<file path="config.mk">
export PLATFORM = sky130hd
export DESIGN_NAME = rf_write_sched_flat
export DESIGN_NICKNAME = d
export VERILOG_FILES = /design/src/rtl/rf_write_sched_pkg.sv /design/src/rtl/rf_write_sched_if.sv /design/src/rtl/rf_write_sched_rr_arbiter.sv /design/src/rtl/rf_write_sched.sv /design/src/flat_wrapper.sv
export SDC_FILE = /design/constraint.sdc
export NUM_CORES = 1
export LEC_CHECK = 0
export CELL_PAD_IN_SITES_DETAIL_PLACEMENT = 2
export CELL_PAD_IN_SITES_GLOBAL_PLACEMENT = 2
export CORE_ASPECT_RATIO = 2
export CORE_MARGIN = 1
export CORE_UTILIZATION = 36
export DETAILED_ROUTE_END_ITERATION = 7
export DONT_BUFFER_PORTS = 1
export PLACE_DENSITY = 0.92
export SLEW_MARGIN = 0
export SYNTH_ARGS = -nofsm -noshare
export SYNTH_HDL_FRONTEND = slang
export SYNTH_HIERARCHICAL = 1
export SYNTH_SLANG_ARGS = --single-unit
</file>
<file path="constraint.sdc">
create_clock -name CLK -period 4.24 [get_ports CLK]
set_input_delay 0.424 -clock CLK [delete_from_list [all_inputs] [get_ports CLK]]
set_output_delay 0.424 -clock CLK [all_outputs]
set_load 0.005 [all_outputs]
</file>
<file path="src/rtl/rf_write_sched_pkg.sv">
// Shared constants and types for the register-file write-port scheduler.
package rf_sched_pkg;

   localparam int unsigned REG_AW = 3;
   localparam int unsigned REG_DW = 8;
   localparam int unsigned NREGS  = 8;

   localparam int unsigned REQ_ALU = 0;
   localparam int unsigned REQ_MEM = 1;
   localparam int unsigned REQ_DBG = 2;

   typedef enum logic [0:0] {
      ARB,
      CLEARING
   } sched_state_e;

endpackage

</file>
<file path="src/rtl/rf_write_sched_if.sv">
// Writeback-requester bundle: packed per-requester valid/addr/data with one-hot ready.
interface rf_write_sched_if
   import rf_sched_pkg::*;
#(
   parameter int unsigned NREQ = 3
);

   logic [NREQ-1:0]        REQ_VALID;
   logic [REG_AW*NREQ-1:0] REQ_ADDR;
   logic [REG_DW*NREQ-1:0] REQ_DATA;
   logic [NREQ-1:0]        REQ_READY;

   modport master (
      output REQ_VALID,
      output REQ_ADDR,
      output REQ_DATA,
      input  REQ_READY
   );

   modport slave (
      input  REQ_VALID,
      input  REQ_ADDR,
      input  REQ_DATA,
      output REQ_READY
   );

endinterface

</file>
<file path="src/rtl/rf_write_sched_rr_arbiter.sv">
// One-hot grant from a request vector; round-robin from ptr_i when RF_SCHED_RR_EN
// is defined, otherwise fixed priority with the lowest index winning.
module rf_rr_arbiter #(
   parameter int unsigned NREQ = 3
) (
   input  logic [NREQ-1:0]         req_i,
`ifdef RF_SCHED_RR_EN
   input  logic [$clog2(NREQ)-1:0] ptr_i,
`endif
   output logic [NREQ-1:0]         gnt_o
);

   logic found;

`ifdef RF_SCHED_RR_EN
   // Two passes: indices at/after the pointer first, then wrap to the bottom.
   always_comb begin
      gnt_o = '0;
      found = 1'b0;
      for (int unsigned i = 0; i < NREQ; i++) begin
         if (!found && req_i[i] && (i >= 32'(ptr_i))) begin
            gnt_o[i] = 1'b1;
            found    = 1'b1;
         end
      end
      for (int unsigned i = 0; i < NREQ; i++) begin
         if (!found && req_i[i]) begin
            gnt_o[i] = 1'b1;
            found    = 1'b1;
         end
      end
   end
`else
   always_comb begin
      gnt_o = '0;
      found = 1'b0;
      for (int unsigned i = 0; i < NREQ; i++) begin
         if (!found && req_i[i]) begin
            gnt_o[i] = 1'b1;
            found    = 1'b1;
         end
      end
   end
`endif

endmodule

</file>
<file path="src/rtl/rf_write_sched.sv">
// Shares the register file's single write port between NREQ writeback sources and
// sequences a zero-fill CLEAR; RF_SCHED_RR_EN selects round-robin over fixed priority.
module rf_write_sched
   import rf_sched_pkg::*;
#(
   parameter int unsigned NREQ = 3
) (
   input  logic              CLK,
   input  logic              RESET,
   rf_write_sched_if.slave   req_if,
   input  logic              CLEAR,
   output logic              CLEAR_DONE,
   output logic              WRITE,
   output logic [REG_AW-1:0] INADDRESS,
   output logic [REG_DW-1:0] IN,
   output logic [NREGS-1:0]  PENDING
);

   localparam logic [REG_AW-1:0] LAST_REG = REG_AW'(NREGS - 1);

   sched_state_e      state_q, state_d;
   logic [REG_AW-1:0] cnt_q, cnt_d;
   logic              wr_q, wr_d;
   logic [REG_AW-1:0] addr_q, addr_d;
   logic [REG_DW-1:0] data_q, data_d;
   logic              done_q, done_d;
   logic [NREQ-1:0]   arb_gnt;
   logic [NREQ-1:0]   gnt;

`ifdef RF_SCHED_RR_EN
   localparam int unsigned PW = $clog2(NREQ);
   logic [PW-1:0] rr_ptr_q, rr_ptr_d;
   logic [PW-1:0] gidx;
`endif

   rf_rr_arbiter #(
      .NREQ (NREQ)
   ) u_arb (
      .req_i (req_if.REQ_VALID),
`ifdef RF_SCHED_RR_EN
      .ptr_i (rr_ptr_q),
`endif
      .gnt_o (arb_gnt)
   );

   always_ff @(posedge CLK or posedge RESET) begin
      if (RESET) begin
         state_q  <= ARB;
         cnt_q    <= '0;
         wr_q     <= 1'b0;
         addr_q   <= '0;
         data_q   <= '0;
         done_q   <= 1'b0;
`ifdef RF_SCHED_RR_EN
         rr_ptr_q <= '0;
`endif
      end else begin
         state_q  <= state_d;
         cnt_q    <= cnt_d;
         wr_q     <= wr_d;
         addr_q   <= addr_d;
         data_q   <= data_d;
         done_q   <= done_d;
`ifdef RF_SCHED_RR_EN
         rr_ptr_q <= rr_ptr_d;
`endif
      end
   end

   always_comb begin
      state_d = state_q;
      cnt_d   = cnt_q;
      case (state_q)
         ARB: begin
            if (CLEAR) begin
               state_d = CLEARING;
               cnt_d   = '0;
            end
         end
         CLEARING: begin
            cnt_d = cnt_q + REG_AW'(1);
            if (cnt_q == LAST_REG) begin
               state_d = ARB;
               cnt_d   = '0;
            end
         end
         default: state_d = ARB;
      endcase
   end

   // Grants are suppressed while clearing, on the CLEAR cycle itself and under reset.
   always_comb begin
      gnt    = (state_q == ARB && !CLEAR && !RESET) ? arb_gnt : '0;
      wr_d   = 1'b0;
      addr_d = addr_q;
      data_d = data_q;
      done_d = 1'b0;
`ifdef RF_SCHED_RR_EN
      rr_ptr_d = rr_ptr_q;
      gidx     = '0;
`endif
      if (state_q == CLEARING) begin
         wr_d   = 1'b1;
         addr_d = cnt_q;
         data_d = '0;
         done_d = (cnt_q == LAST_REG);
      end else begin
         for (int unsigned i = 0; i < NREQ; i++) begin
            if (gnt[i]) begin
               wr_d   = 1'b1;
               addr_d = req_if.REQ_ADDR[i*REG_AW +: REG_AW];
               data_d = req_if.REQ_DATA[i*REG_DW +: REG_DW];
`ifdef RF_SCHED_RR_EN
               gidx   = PW'(i);
`endif
            end
         end
      end
`ifdef RF_SCHED_RR_EN
      if (|gnt) begin
         rr_ptr_d = (gidx == PW'(NREQ - 1)) ? '0 : gidx + PW'(1);
      end
`endif
   end

   assign req_if.REQ_READY = gnt;
   assign WRITE            = wr_q;
   assign INADDRESS        = addr_q;
   assign IN               = data_q;
   assign CLEAR_DONE       = done_q;
   assign PENDING          = wr_q ? (NREGS'(1) << addr_q) : '0;

endmodule
</file>
<file path="src/flat_wrapper.sv">
// flat-port wrapper written by rule: the top's interface ports become plain ports
module rf_write_sched_flat import rf_sched_pkg::*;
#(
   parameter int unsigned NREQ = 3
)
  (CLK, RESET, CLEAR, CLEAR_DONE, WRITE, INADDRESS, IN, PENDING, req_if_REQ_VALID, req_if_REQ_ADDR, req_if_REQ_DATA, req_if_REQ_READY);
  rf_write_sched_if #(.NREQ(NREQ)) req_if_i ();
  input  logic CLK;
  input  logic RESET;
  input  logic CLEAR;
  output logic CLEAR_DONE;
  output logic WRITE;
  output logic [REG_AW-1:0] INADDRESS;
  output logic [REG_DW-1:0] IN;
  output logic [NREGS-1:0] PENDING;
  input wire logic [$bits(req_if_i.REQ_VALID)-1:0] req_if_REQ_VALID;
  input wire logic [$bits(req_if_i.REQ_ADDR)-1:0] req_if_REQ_ADDR;
  input wire logic [$bits(req_if_i.REQ_DATA)-1:0] req_if_REQ_DATA;
  output wire logic [$bits(req_if_i.REQ_READY)-1:0] req_if_REQ_READY;
  assign req_if_i.REQ_VALID = req_if_REQ_VALID;
  assign req_if_i.REQ_ADDR = req_if_REQ_ADDR;
  assign req_if_i.REQ_DATA = req_if_REQ_DATA;
  assign req_if_REQ_READY = req_if_i.REQ_READY;
  rf_write_sched #(.NREQ(NREQ)) u_core (.CLK(CLK), .RESET(RESET), .req_if(req_if_i), .CLEAR(CLEAR), .CLEAR_DONE(CLEAR_DONE), .WRITE(WRITE), .INADDRESS(INADDRESS), .IN(IN), .PENDING(PENDING));
endmodule
</file>
==> metrics <==
dpl hpwl 2.50 mm; Yosys cell types 29; Post-CTS Resized 0; Leak Pwr 0.507 nW; synthesized area per cell 9.15 um2; routed length per instance 21.2 um; area of the mapped netlist 1120 um2; Starting DRT DRC Count 22; Setup Total Neg Slack 0 ps; # port buffers 0; syn nets 163; outcome completed; RePlAce Congestion 0.717; die boundary height 80.7 um; total CTS buffers 3; final net count 160; CTS Buffer Depth 2; # Post-CTS Setup Buffers 0; minimum clock period 2090 ps; CP Cell Sequence nor3_2, and2_1; largest net degree at the start of global routing 18; initial antenna violation count 0; final setup skew 2.50 ps; Max-slew headroom 0.543; Final Hold Viols 0; endpoint type of the worst setup path output pin; Setup Viol. Count Final 0; CP bufs+invs 0; core area 2940 um2; transition time of the tightest slew-check pin 685 ps; H-tree levels 1; Ant. Diodes 0; register area share after synthesis 0.381; cell accounting for the most synthesized area dfrtp_1; Routed Antenna Nets 0; TritonCTS clock tree yes; CP Data Arrival Time 1660 ps; most frequent cells in the layout dfrtp_1 (17), nand2_1 (15), inv_1 (14); critical path class flop to output pin; share of cells above drive strength 1 0.0847; RSZ-0062 raised after global routing no; worst-skew pair later-pin latency 260 ps; # IOs 63; Yosys reg bits 17; Synth area leaders dfrtp_1 (38%), a221oi_1 (7.8%), a22o_1 (6.3%); area share of the largest cell type after synthesis 0.381; most common cell after layout, fill and taps aside dfrtp_1; Max stage delay on crit path 620 ps; Worst-path clk slew 70 ps; final WL 3.14 mm; # fillers 359; DR pass1 iterations 4; HP Class input pin to async pin; critical path startpoint category flop; Tot GR Track Use 0.217; FP Rows 28; max cap viols 0; CTS Hold Buffers Added 0; Slowest cell on crit path nor3_2; CP required 3820 ps; Gate Count Post-Synth 122; # DRC 0; Initial Utilization 0.379; Worst VDD drop 0.000283 V; Hold Slack 153 ps; DP Cell Count 144; via count 945; Power Density 537 nW/um2; Period Utilization, post-route 0.493; CTS sink count 17; Syn-to-layout area delta 2.58%; critical path's top delay family simple AND/OR/NAND/NOR gates; vias in the first global route 1045; synth warn 6; Finished Layout Cells 148; Final Max Tran Viols 0; die width 41.4 um; placed cell area 1100 um2; grt ovf 0; crit-path max FO 13; fin area 1140 um2; vias per cell 6.39; die area 3340 um2; fmax 479 MHz; clock root cell clkbuf_8; first-pass GRT wire length 4.95 mm
[registers in the layout, summed over array words and instances (netlist names)]
name,flops
u_core/cnt_q,3
u_core/WRITE,1
u_core/INADDRESS,3
u_core/CLEAR_DONE,1
u_core/IN,8
u_core/state_q,1
[final timing paths]
check	depth (start not counted)	slack, ps	endpoint	from
worst min-delay path	1	150	u_core/IN[1]	RESET
max in group asynchronous	1	3650	u_core/INADDRESS[2]	RESET
worst max-delay path	2	2150	req_if_REQ_READY[0]	u_core/state_q
worst min register to register	2	520	u_core/cnt_q[0]	u_core/cnt_q[0]
min in group CLK	2	350	u_core/state_q	CLEAR
worst max register to register	3	2560	u_core/IN[0]	u_core/state_q
[layer usage]
layer	wire length (um)	track usage	part of all wire
met2	1800	0.400	0.57
met5	0	0	0
met1	1080	0.225	0.34
met4	41	0.0677	0.013
met3	221	0.0383	0.070
[synthesized netlist by cell type (all sizes together)]
| cell | instances |
|---|---|
| nand3b | 8 |
| nor4b | 1 |
| nor4 | 1 |
| nand2 | 15 |
| a221oi | 10 |
| nor2b | 2 |
| or4b | 1 |
| ha | 2 |
| nor2 | 10 |
| a211o | 1 |
| dfrtp | 17 |
| o21ai | 4 |
| mux2i | 3 |
| clkbuf | 1 |
| buf | 7 |
| a32o | 1 |
| nor3 | 5 |
| a22o | 8 |
| nand2b | 4 |
| or3 | 1 |
| and2 | 2 |
| o22ai | 1 |
| o31a | 1 |
| inv | 14 |
| nor3b | 2 |
[worst register-to-register path, delay by kind of cell (launching register included)]
kind,cells,cell delay [ps]
AOI/OAI and AO/OA,1,240
and+or+nand+nor,2,800
DFF,1,540
[kinds of logic (layout without fill, tap and decap cells)]
family                     after synthesis  after routing  synth area share
muxes                                    3              3            0.0269
buffers and inverters                   22             18            0.0964
DFF                                     17             17             0.381
adders and majority gates                2              2            0.0224
and+or+nand+nor                         52             52             0.284
AOI/OAI and AO/OA                       26             26             0.189
[metrics by stage]
| step | setup slack (ps) | util | power, mW |
|---|---|---|---|
| floorplan | 2470 | - | 0.448 |
| global placement | 2370 | 0.373 | 0.473 |
| detailed placement | 2280 | 0.373 | 0.499 |
| CTS | 2130 | 0.389 | 0.627 |
| global route | 2060 | 0.389 | 0.671 |
| finish | 2150 | 0.389 | 0.615 |
[cell type report]
type / instances / area [um2] / area share
flip-flops and latches: 17 / 425 / 0.372
multi-input cells: 83 / 583 / 0.509
clock buffers: 3 / 41.3 / 0.0361
well taps: 30 / 37.5 / 0.0328
inverters: 14 / 52.6 / 0.0459
clock inverters: 1 / 5.00 / 0.00437
[report_power, final]
group          internal, mW  total [mW]  switching [mW]
clock network        0.0654       0.126          0.0605
logic                0.0827       0.211           0.128
registers             0.212       0.278          0.0660
No activity file was read; power rests on OpenSTA's default activity.
